$ cat src/rtl/dm_window_sequencer_if.sv
// Address/framing beat bus between the window sequencer and the SAD datapath.
interface dm_window_sequencer_if #(
    parameter int unsigned ADDR_W = 32
);
    logic              addr_valid;
    logic              addr_ready;
    logic [ADDR_W-1:0] addr_l;
    logic [ADDR_W-1:0] addr_r;
    logic              oob;
    logic [5:0]        disp;
    logic [11:0]       pix_row;
    logic [11:0]       pix_col;
    logic              win_first;
    logic              win_last;
    logic              pix_last;
    logic              frame_last;

    modport master (
        output addr_valid, addr_l, addr_r, oob, disp, pix_row, pix_col,
        output win_first, win_last, pix_last, frame_last,
        input  addr_ready
    );

    modport slave (
        input  addr_valid, addr_l, addr_r, oob, disp, pix_row, pix_col,
        input  win_first, win_last, pix_last, frame_last,
        output addr_ready
    );
endinterface

$ cat src/rtl/dm_window_sequencer.sv
// Walks centre pixels, disparities and window taps of a frame, emitting one
// left/right BRAM address pair per handshake together with SAD framing flags.
module dm_window_sequencer #(
    parameter int unsigned IMG_COLS   = 640,
    parameter int unsigned IMG_ROWS   = 480,
    parameter int unsigned NUM_OF_WIN = 64,
    parameter int unsigned ADDR_W     = 32,
    parameter int unsigned RIGHT_BASE = 307200
) (
    input  logic                  clka,
    input  logic                  reset,
    input  logic                  go,
    input  logic [2:0]            window,
    input  logic                  abort,
    dm_window_sequencer_if.master bus,
    output logic                  busy,
    output logic                  done,
    output logic                  cfg_err
);

    localparam logic [1:0] StIdle = 2'd0;
    localparam logic [1:0] StLoad = 2'd1;
    localparam logic [1:0] StRun  = 2'd2;
    localparam logic [1:0] StDone = 2'd3;

    logic [1:0]        state_q, state_d;
    logic [1:0]        h_q, h_d;
    logic [11:0]       row_q, row_d;
    logic [11:0]       col_q, col_d;
    logic [5:0]        d_q, d_d;
    logic signed [3:0] i_q, i_d;
    logic signed [3:0] j_q, j_d;
    // row_top tracks (row-H)*IMG_COLS, row_base tracks (row+i)*IMG_COLS
    logic [ADDR_W-1:0] row_top_q, row_top_d;
    logic [ADDR_W-1:0] row_base_q, row_base_d;
    logic              valid_q, valid_d;
    logic              cfg_err_q, cfg_err_d;

    logic signed [3:0]  h_s, neg_h;
    logic               j_last, i_last, d_last, col_last, row_last;
    logic               win_first_c, win_last_c, pix_last_c, frame_last_c;
    logic               hs;
    logic signed [13:0] col_j, col_jd;
    logic               oob_c;
    logic [ADDR_W-1:0]  addr_l_c, addr_r_c;

    assign h_s   = $signed({2'b00, h_q});
    assign neg_h = -h_s;

    assign j_last   = (j_q == h_s);
    assign i_last   = (i_q == h_s);
    assign d_last   = (d_q == 6'(NUM_OF_WIN - 1));
    assign col_last = (col_q == 12'(IMG_COLS - 1) - {10'b0, h_q});
    assign row_last = (row_q == 12'(IMG_ROWS - 1) - {10'b0, h_q});

    assign win_first_c  = (i_q == neg_h) && (j_q == neg_h);
    assign win_last_c   = i_last && j_last;
    assign pix_last_c   = win_last_c && d_last;
    assign frame_last_c = pix_last_c && row_last && col_last;

    assign hs = valid_q && bus.addr_ready;

    // Negative right-image column is clamped to the row start and flagged
    assign col_j    = $signed({2'b00, col_q}) + $signed({{10{j_q[3]}}, j_q});
    assign col_jd   = col_j - $signed({8'b0, d_q});
    assign oob_c    = col_jd[13];
    assign addr_l_c = row_base_q + ADDR_W'($unsigned(col_j));
    assign addr_r_c = ADDR_W'(RIGHT_BASE) + row_base_q
                    + (oob_c ? '0 : ADDR_W'($unsigned(col_jd)));

    always_comb begin
        state_d    = state_q;
        h_d        = h_q;
        row_d      = row_q;
        col_d      = col_q;
        d_d        = d_q;
        i_d        = i_q;
        j_d        = j_q;
        row_top_d  = row_top_q;
        row_base_d = row_base_q;
        valid_d    = valid_q;
        cfg_err_d  = 1'b0;

        case (state_q)
            StIdle: begin
                if (go) begin
                    if (window == 3'b011 || window == 3'b101 || window == 3'b111) begin
                        h_d     = window[2:1];
                        state_d = StLoad;
                    end else begin
                        cfg_err_d = 1'b1;
                    end
                end
            end
            StLoad: begin
                row_d      = {10'b0, h_q};
                col_d      = {10'b0, h_q};
                d_d        = '0;
                i_d        = neg_h;
                j_d        = neg_h;
                row_top_d  = '0;
                row_base_d = '0;
                valid_d    = 1'b1;
                state_d    = StRun;
            end
            StRun: begin
                if (hs) begin
                    if (frame_last_c) begin
                        valid_d = 1'b0;
                        state_d = StDone;
                    end else if (!j_last) begin
                        j_d = j_q + 4'sd1;
                    end else begin
                        j_d = neg_h;
                        if (!i_last) begin
                            i_d        = i_q + 4'sd1;
                            row_base_d = row_base_q + ADDR_W'(IMG_COLS);
                        end else begin
                            i_d        = neg_h;
                            row_base_d = row_top_q;
                            if (!d_last) begin
                                d_d = d_q + 6'd1;
                            end else begin
                                d_d = '0;
                                if (!col_last) begin
                                    col_d = col_q + 12'd1;
                                end else begin
                                    col_d      = {10'b0, h_q};
                                    row_d      = row_q + 12'd1;
                                    row_top_d  = row_top_q + ADDR_W'(IMG_COLS);
                                    row_base_d = row_top_q + ADDR_W'(IMG_COLS);
                                end
                            end
                        end
                    end
                end
            end
            StDone:  state_d = StIdle;
            default: state_d = StIdle;
        endcase

        // Abort wins over any handshake in the same cycle
        if (abort && state_q != StIdle) begin
            state_d = StIdle;
            valid_d = 1'b0;
        end
    end

    always_ff @(posedge clka or negedge reset) begin
        if (!reset) begin
            state_q    <= StIdle;
            h_q        <= '0;
            row_q      <= '0;
            col_q      <= '0;
            d_q        <= '0;
            i_q        <= '0;
            j_q        <= '0;
            row_top_q  <= '0;
            row_base_q <= '0;
            valid_q    <= 1'b0;
            cfg_err_q  <= 1'b0;
        end else begin
            state_q    <= state_d;
            h_q        <= h_d;
            row_q      <= row_d;
            col_q      <= col_d;
            d_q        <= d_d;
            i_q        <= i_d;
            j_q        <= j_d;
            row_top_q  <= row_top_d;
            row_base_q <= row_base_d;
            valid_q    <= valid_d;
            cfg_err_q  <= cfg_err_d;
        end
    end

    assign bus.addr_valid = valid_q;
    assign bus.addr_l     = valid_q ? addr_l_c : '0;
    assign bus.addr_r     = valid_q ? addr_r_c : '0;
    assign bus.oob        = valid_q && oob_c;
    assign bus.disp       = valid_q ? d_q : '0;
    assign bus.pix_row    = valid_q ? row_q : '0;
    assign bus.pix_col    = valid_q ? col_q : '0;
    assign bus.win_first  = valid_q && win_first_c;
    assign bus.win_last   = valid_q && win_last_c;
    assign bus.pix_last   = valid_q && pix_last_c;
    assign bus.frame_last = valid_q && frame_last_c;

    assign busy    = (state_q == StLoad) || (state_q == StRun);
    assign done    = (state_q == StDone);
    assign cfg_err = cfg_err_q;

endmodule

$ cat src/flat_wrapper.sv
// flat-port wrapper written by rule: the top's interface ports become plain ports
module dm_window_sequencer_flat 
#(
    parameter int unsigned IMG_COLS   = 640,
    parameter int unsigned IMG_ROWS   = 480,
    parameter int unsigned NUM_OF_WIN = 64,
    parameter int unsigned ADDR_W     = 32,
    parameter int unsigned RIGHT_BASE = 307200
)
  (clka, reset, go, window, abort, busy, done, cfg_err, bus_addr_valid, bus_addr_l, bus_addr_r, bus_oob, bus_disp, bus_pix_row, bus_pix_col, bus_win_first, bus_win_last, bus_pix_last, bus_frame_last, bus_addr_ready);
  dm_window_sequencer_if #(.ADDR_W(ADDR_W)) bus_i ();
  input  logic clka;
  input  logic reset;
  input  logic go;
  input  logic [2:0] window;
  input  logic abort;
  output logic busy;
  output logic done;
  output logic cfg_err;
  output wire logic [$bits(bus_i.addr_valid)-1:0] bus_addr_valid;
  output wire logic [$bits(bus_i.addr_l)-1:0] bus_addr_l;
  output wire logic [$bits(bus_i.addr_r)-1:0] bus_addr_r;
  output wire logic [$bits(bus_i.oob)-1:0] bus_oob;
  output wire logic [$bits(bus_i.disp)-1:0] bus_disp;
  output wire logic [$bits(bus_i.pix_row)-1:0] bus_pix_row;
  output wire logic [$bits(bus_i.pix_col)-1:0] bus_pix_col;
  output wire logic [$bits(bus_i.win_first)-1:0] bus_win_first;
  output wire logic [$bits(bus_i.win_last)-1:0] bus_win_last;
  output wire logic [$bits(bus_i.pix_last)-1:0] bus_pix_last;
  output wire logic [$bits(bus_i.frame_last)-1:0] bus_frame_last;
  input wire logic [$bits(bus_i.addr_ready)-1:0] bus_addr_ready;
  assign bus_addr_valid = bus_i.addr_valid;
  assign bus_addr_l = bus_i.addr_l;
  assign bus_addr_r = bus_i.addr_r;
  assign bus_oob = bus_i.oob;
  assign bus_disp = bus_i.disp;
  assign bus_pix_row = bus_i.pix_row;
  assign bus_pix_col = bus_i.pix_col;
  assign bus_win_first = bus_i.win_first;
  assign bus_win_last = bus_i.win_last;
  assign bus_pix_last = bus_i.pix_last;
  assign bus_frame_last = bus_i.frame_last;
  assign bus_i.addr_ready = bus_addr_ready;
  dm_window_sequencer #(.IMG_COLS(IMG_COLS), .IMG_ROWS(IMG_ROWS), .NUM_OF_WIN(NUM_OF_WIN), .ADDR_W(ADDR_W), .RIGHT_BASE(RIGHT_BASE)) u_core (.clka(clka), .reset(reset), .go(go), .window(window), .abort(abort), .bus(bus_i), .busy(busy), .done(done), .cfg_err(cfg_err));
endmodule
$ cat config.mk
export PLATFORM = sky130hd
export DESIGN_NAME = dm_window_sequencer_flat
export DESIGN_NICKNAME = d
export VERILOG_FILES = /design/src/rtl/dm_window_sequencer_if.sv /design/src/rtl/dm_window_sequencer.sv /design/src/flat_wrapper.sv
export SDC_FILE = /design/constraint.sdc
export NUM_CORES = 1
export LEC_CHECK = 0
export ABC_AREA = 1
export CAP_MARGIN = 30
export CORE_AREA = 3 3 195 140
export CTS_CLUSTER_DIAMETER = 50
export CTS_CLUSTER_SIZE = 24
export DETAILED_ROUTE_END_ITERATION = 8
export DIE_AREA = 0 0 198 143
export SYNTH_ARGS = -nofsm -noshare
export SYNTH_HDL_FRONTEND = slang
export SYNTH_SLANG_ARGS = --single-unit
$ cat constraint.sdc
create_clock -name clka -period 5.9 [get_ports clka]
set_input_delay 1.475 -clock clka [delete_from_list [all_inputs] [get_ports clka]]
set_output_delay 1.475 -clock clka [all_outputs]
set_load 0.01 [all_outputs]
==> summary.txt <==
Timing
  • Final hold vios: 0
  • Tcrit/Tclk final: 1.106
  • Max_slew headroom: 0.4020
  • Final min period: between 6000 and 7000 ps
  • RSZ-0062 raised after global routing: yes
  • Final worst slack: -625.5 ps
  • Setup-failing EPs final: 35
  • Measured slew at the worst slew-check pin: about 900 ps
  • Clock Skews: a little over 20 ps
  • Fmax achieved: ~150 MHz
  • Slew Viols, Final: 0

Floorplanning
  • Starting density of the core: 0.3972
  • I/O pins: between 100 and 150
  • Core ar.: ~0.026 sq mm
  • Die width: between 150 and 200 microns
  • Die height: 143 microns
  • Std cell rows: a little under 50
  • Die footprint: roughly 0.028 sq mm

Synthesis
  • Post-synthesis sequential area ratio: 0.2347
  • Post-synth top flop: dfrtp_1
  • EDFF count, synth: 0
  • Async SR Flop Fraction: 1.000
  • Mapped Area: between 0.01 and 0.015 sq mm
  • Share of the synthesized area in the top cell type: 0.2347
  • Cell variety after synth: 55
  • Avg Inst Size Synth: approximately 6.4 sq um
  • Mapped Nets: 1,675
  • Biggest area consumer among synthesized cells: dfrtp_1
  • Synth Instances: 1,588
  • FF+latch count, synth: 95
  • Warnings, synthesis: 0
  • Synth area leaders: dfrtp_1 23%, nand2_1 14%, ha_1 9.3%

Setup path
  • Endpoint class of the critical path: output port
  • Critical path class: flip-flop to output port
  • Startpoint Class: flip-flop
  • Max FO, Critical Path: 8
  • CP Data Arrival Time: 5050 ps
  • CP required: 4430 ps

Clocking
  • Hold Buf Count CTS: 0
  • TritonCTS clock tree: done
  • CTS Sinks: 95
  • Skew-Pair Late Insertion Delay: about 360 ps
  • Clock Path Buffers: 2
  • Root buf cell: clkbuf_16
  • Clk slew on worst S/H paths: roughly 80 ps
  • H-Tree Depth: 3
  • Cts bufs inserted: 9

Global routing
  • Total gr overflow: 0
  • GRT Util Overall: 0.2594
  • Grt peak-use layer: met1
  • GR Util met1: 0.3982
  • First-pass GRT wire length: roughly 60,000 microns
  • Largest net degree at the start of global routing: 83
  • Vias in the first global route: ~11k
  • Initial antenna violation count: 0
  • M2 GR Usage: 0.3787
  • Global-route met3 utilization: 0.05377

Cells and area
  • Diode count: 0
  • Filler cells: 2,449
  • Layout cell share with drive strength beyond 1: 0.2504
  • Area Overhead vs Synth: 42.62%
  • Core Util, Final: 0.5665
  • Net count, final: 1,947

Routing
  • Post-Route WL: roughly 39,000 microns
  • Antenna-violating nets left: 0
  • DRC Markers: 0
  • DR iter-0 viols: 1,101
  • Drt via density: between 5 and 6
  • First-pass DRT Iterations: 6
  • Via count: 11.73k
  • Avg WL per Cell: 17.55 microns

Outcome
  • Outcome: finished with violations
  • Violated checks: negative setup slack

Placement
  • Port Buf Inserts: 110
  • Dpl hpwl: approximately 28,000 microns
  • Gp weighted congestion: ~1.1

Flow run
  • Max Cap Viol: 0

Power
  • Maximum vdd drop: 0.3775 mV
  • Int Pwr: 4856 uW
  • Sw power: between 5000 and 6000 uW
  • Clk pwr share: 0.062
  • PnR Total Power: roughly 10,000 uW
  • Leakage power: between 0.006 and 0.007 uW
  • PwrDens: ~690 mW/mm^2
  • Flop pwr share: 0.121
  • Combinational share of power: 0.817
  • Switching part of the total: 0.5147

Min path
  • Worst min path class: flip-flop to flip-flop
==> area by class of cell <==
cell class,instances,area (sq um),share of cell area
multi-input cells,1216,7914,0.5477
repair buffers,301,2540,0.1758
flip-flops and latches,95,2380,0.1647
inverters,237,897.1,0.06209
well taps,331,414.1,0.02866
clock buffers,10,229.0,0.01585
clock inverters,6,75.07,0.005196
==> cells by family (layout without fill, tap and decap cells) <==
| kind of cell | Yosys count | after routing | synth area share |
|---|---|---|---|
| adders and majority gates | 79 | 79 | 0.1005 |
| buffers and inverters | 277 | 554 | 0.1105 |
| DFF | 95 | 95 | 0.2347 |
| xor gates and xnor gates | 74 | 74 | 0.06546 |
| and+or+nand+nor | 750 | 750 | 0.3194 |
| AOI/OAI and AO/OA | 313 | 313 | 0.1694 |
==> sequential cells by signal, summed over array words and instances (netlist names) <==
signal,count
u_core.cfg_err,1
u_core.bus.addr_valid,1
u_core.d_q,6
u_core.row_top_q,25
u_core.j_q,4
u_core.h_q,2
u_core.col_q,12
u_core.state_q,2
u_core.row_q,12
u_core.row_base_q,26
u_core.i_q,4
==> worst max-delay path, cell delays in order, from the launching register on <==
cell and delay [ps]:
dfrtp_1 410, buf_4 170, fa_2 420, xor2_2 220
ha_4 310, nand3b_1 150, a21oi_2 210, o21ai_2 90
nand2_2 90, nand2_2 70, nand2_2 60, nand2_2 70
nand2_4 130, buf_12 130, nor2_1 40, ha_1 340
ha_4 300, nand2_4 60, buf_6 120, nor4_4 290
nand4_1 130, o211ai_1 110, buf_4 160, buf_6 90
and2_4 130, o21ai_2 50, a21oi_1 150, buf_2 160
==> path summary, 6_finish.rpt <==
kind / startpoint / endpoint / slack [ps] / cells past startpoint
max: u_core.j_q[1] / bus_addr_r[24] / -630 / 27
min: u_core.row_top_q[31] / u_core.row_top_q[31] / 520 / 2
max reg2reg: u_core.h_q[1] / u_core.row_top_q[7] / 2450 / 13
min reg2reg: u_core.row_top_q[31] / u_core.row_top_q[31] / 520 / 2
max in group asynchronous: reset / u_core.row_top_q[8] / 3650 / 2
min in group asynchronous: reset / u_core.row_q[5] / 1150 / 1
==> per-stage QoR <==
stage	area (sq um)	hold slack, ps	TNS (ps)	setup WS, ps	instances
global route	14450	549.0	-21050	-861.4	2196
CTS	13450	522.3	-10150	-543.5	2169
detailed placement	12530	496.3	-15400	-786.5	2127
floorplan	10170	472.2	0	19.62	1588
finish	14450	517.2	-12270	-625.5	2196
global placement	12500	488.0	-14040	-702.0	2126
==> power by group through the flow <==
stage	combinational, uW	sequential [uW]	clock [uW]
floorplan	3520	1090	0
global placement	5970	1180	0
detailed placement	6030	1180	0
CTS	6850	1180	632
global route	8850	1240	660
finish	8170	1210	625
==> routing by layer <==
layer  vias to the layer above  part of all wire
met5                         -            0.0016
met4                         2             0.011
met3                        39             0.081
met2                       427              0.41
met1                      5513              0.49
li1                       5751                 -
==> layout by cell type (no fill, tap or decap), types with 16 or more instances in the layout <==
| master | count |
|---|---|
| nand4_1 | 23 |
| nor2_1 | 144 |
| clkdlybuf4s50_1 | 74 |
| nand3_2 | 21 |
| dfrtp_1 | 93 |
| xor2_1 | 54 |
| o21ai_0 | 89 |
| ha_4 | 30 |
| nand2_1 | 331 |
| inv_1 | 217 |
| o21ai_1 | 36 |
| o22ai_1 | 18 |
| nor3_1 | 35 |
| nand2_4 | 16 |
| a21oi_2 | 25 |
| nand3_1 | 85 |
| ha_1 | 42 |
| buf_2 | 23 |
| buf_4 | 175 |
| a21oi_1 | 80 |
| nand2_2 | 39 |
==> Yosys cell counts (all sizes together), types with 15 or more instances <==
| cell | count |
|---|---|
| buf | 23 |
| nand2 | 386 |
| nor4 | 15 |
| nor2 | 164 |
| o21ai | 137 |
| inv | 234 |
| a21oi | 116 |
| o22ai | 18 |
| dfrtp | 95 |
| nand4 | 23 |
| xor2 | 62 |
| ha | 75 |
| clkbuf | 17 |
| nor3 | 43 |
| nand3 | 110 |
==> timing repair <==
action | 4_1_cts | 5_1_grt
resized for setup | 203 | 186
endpoints found under the setup margin | 47 | 52
pin swaps | 49 | 79
setup buffers | 26 | 28
gates cloned | 0 | 1
No activity file was read; power rests on OpenSTA's default activity.
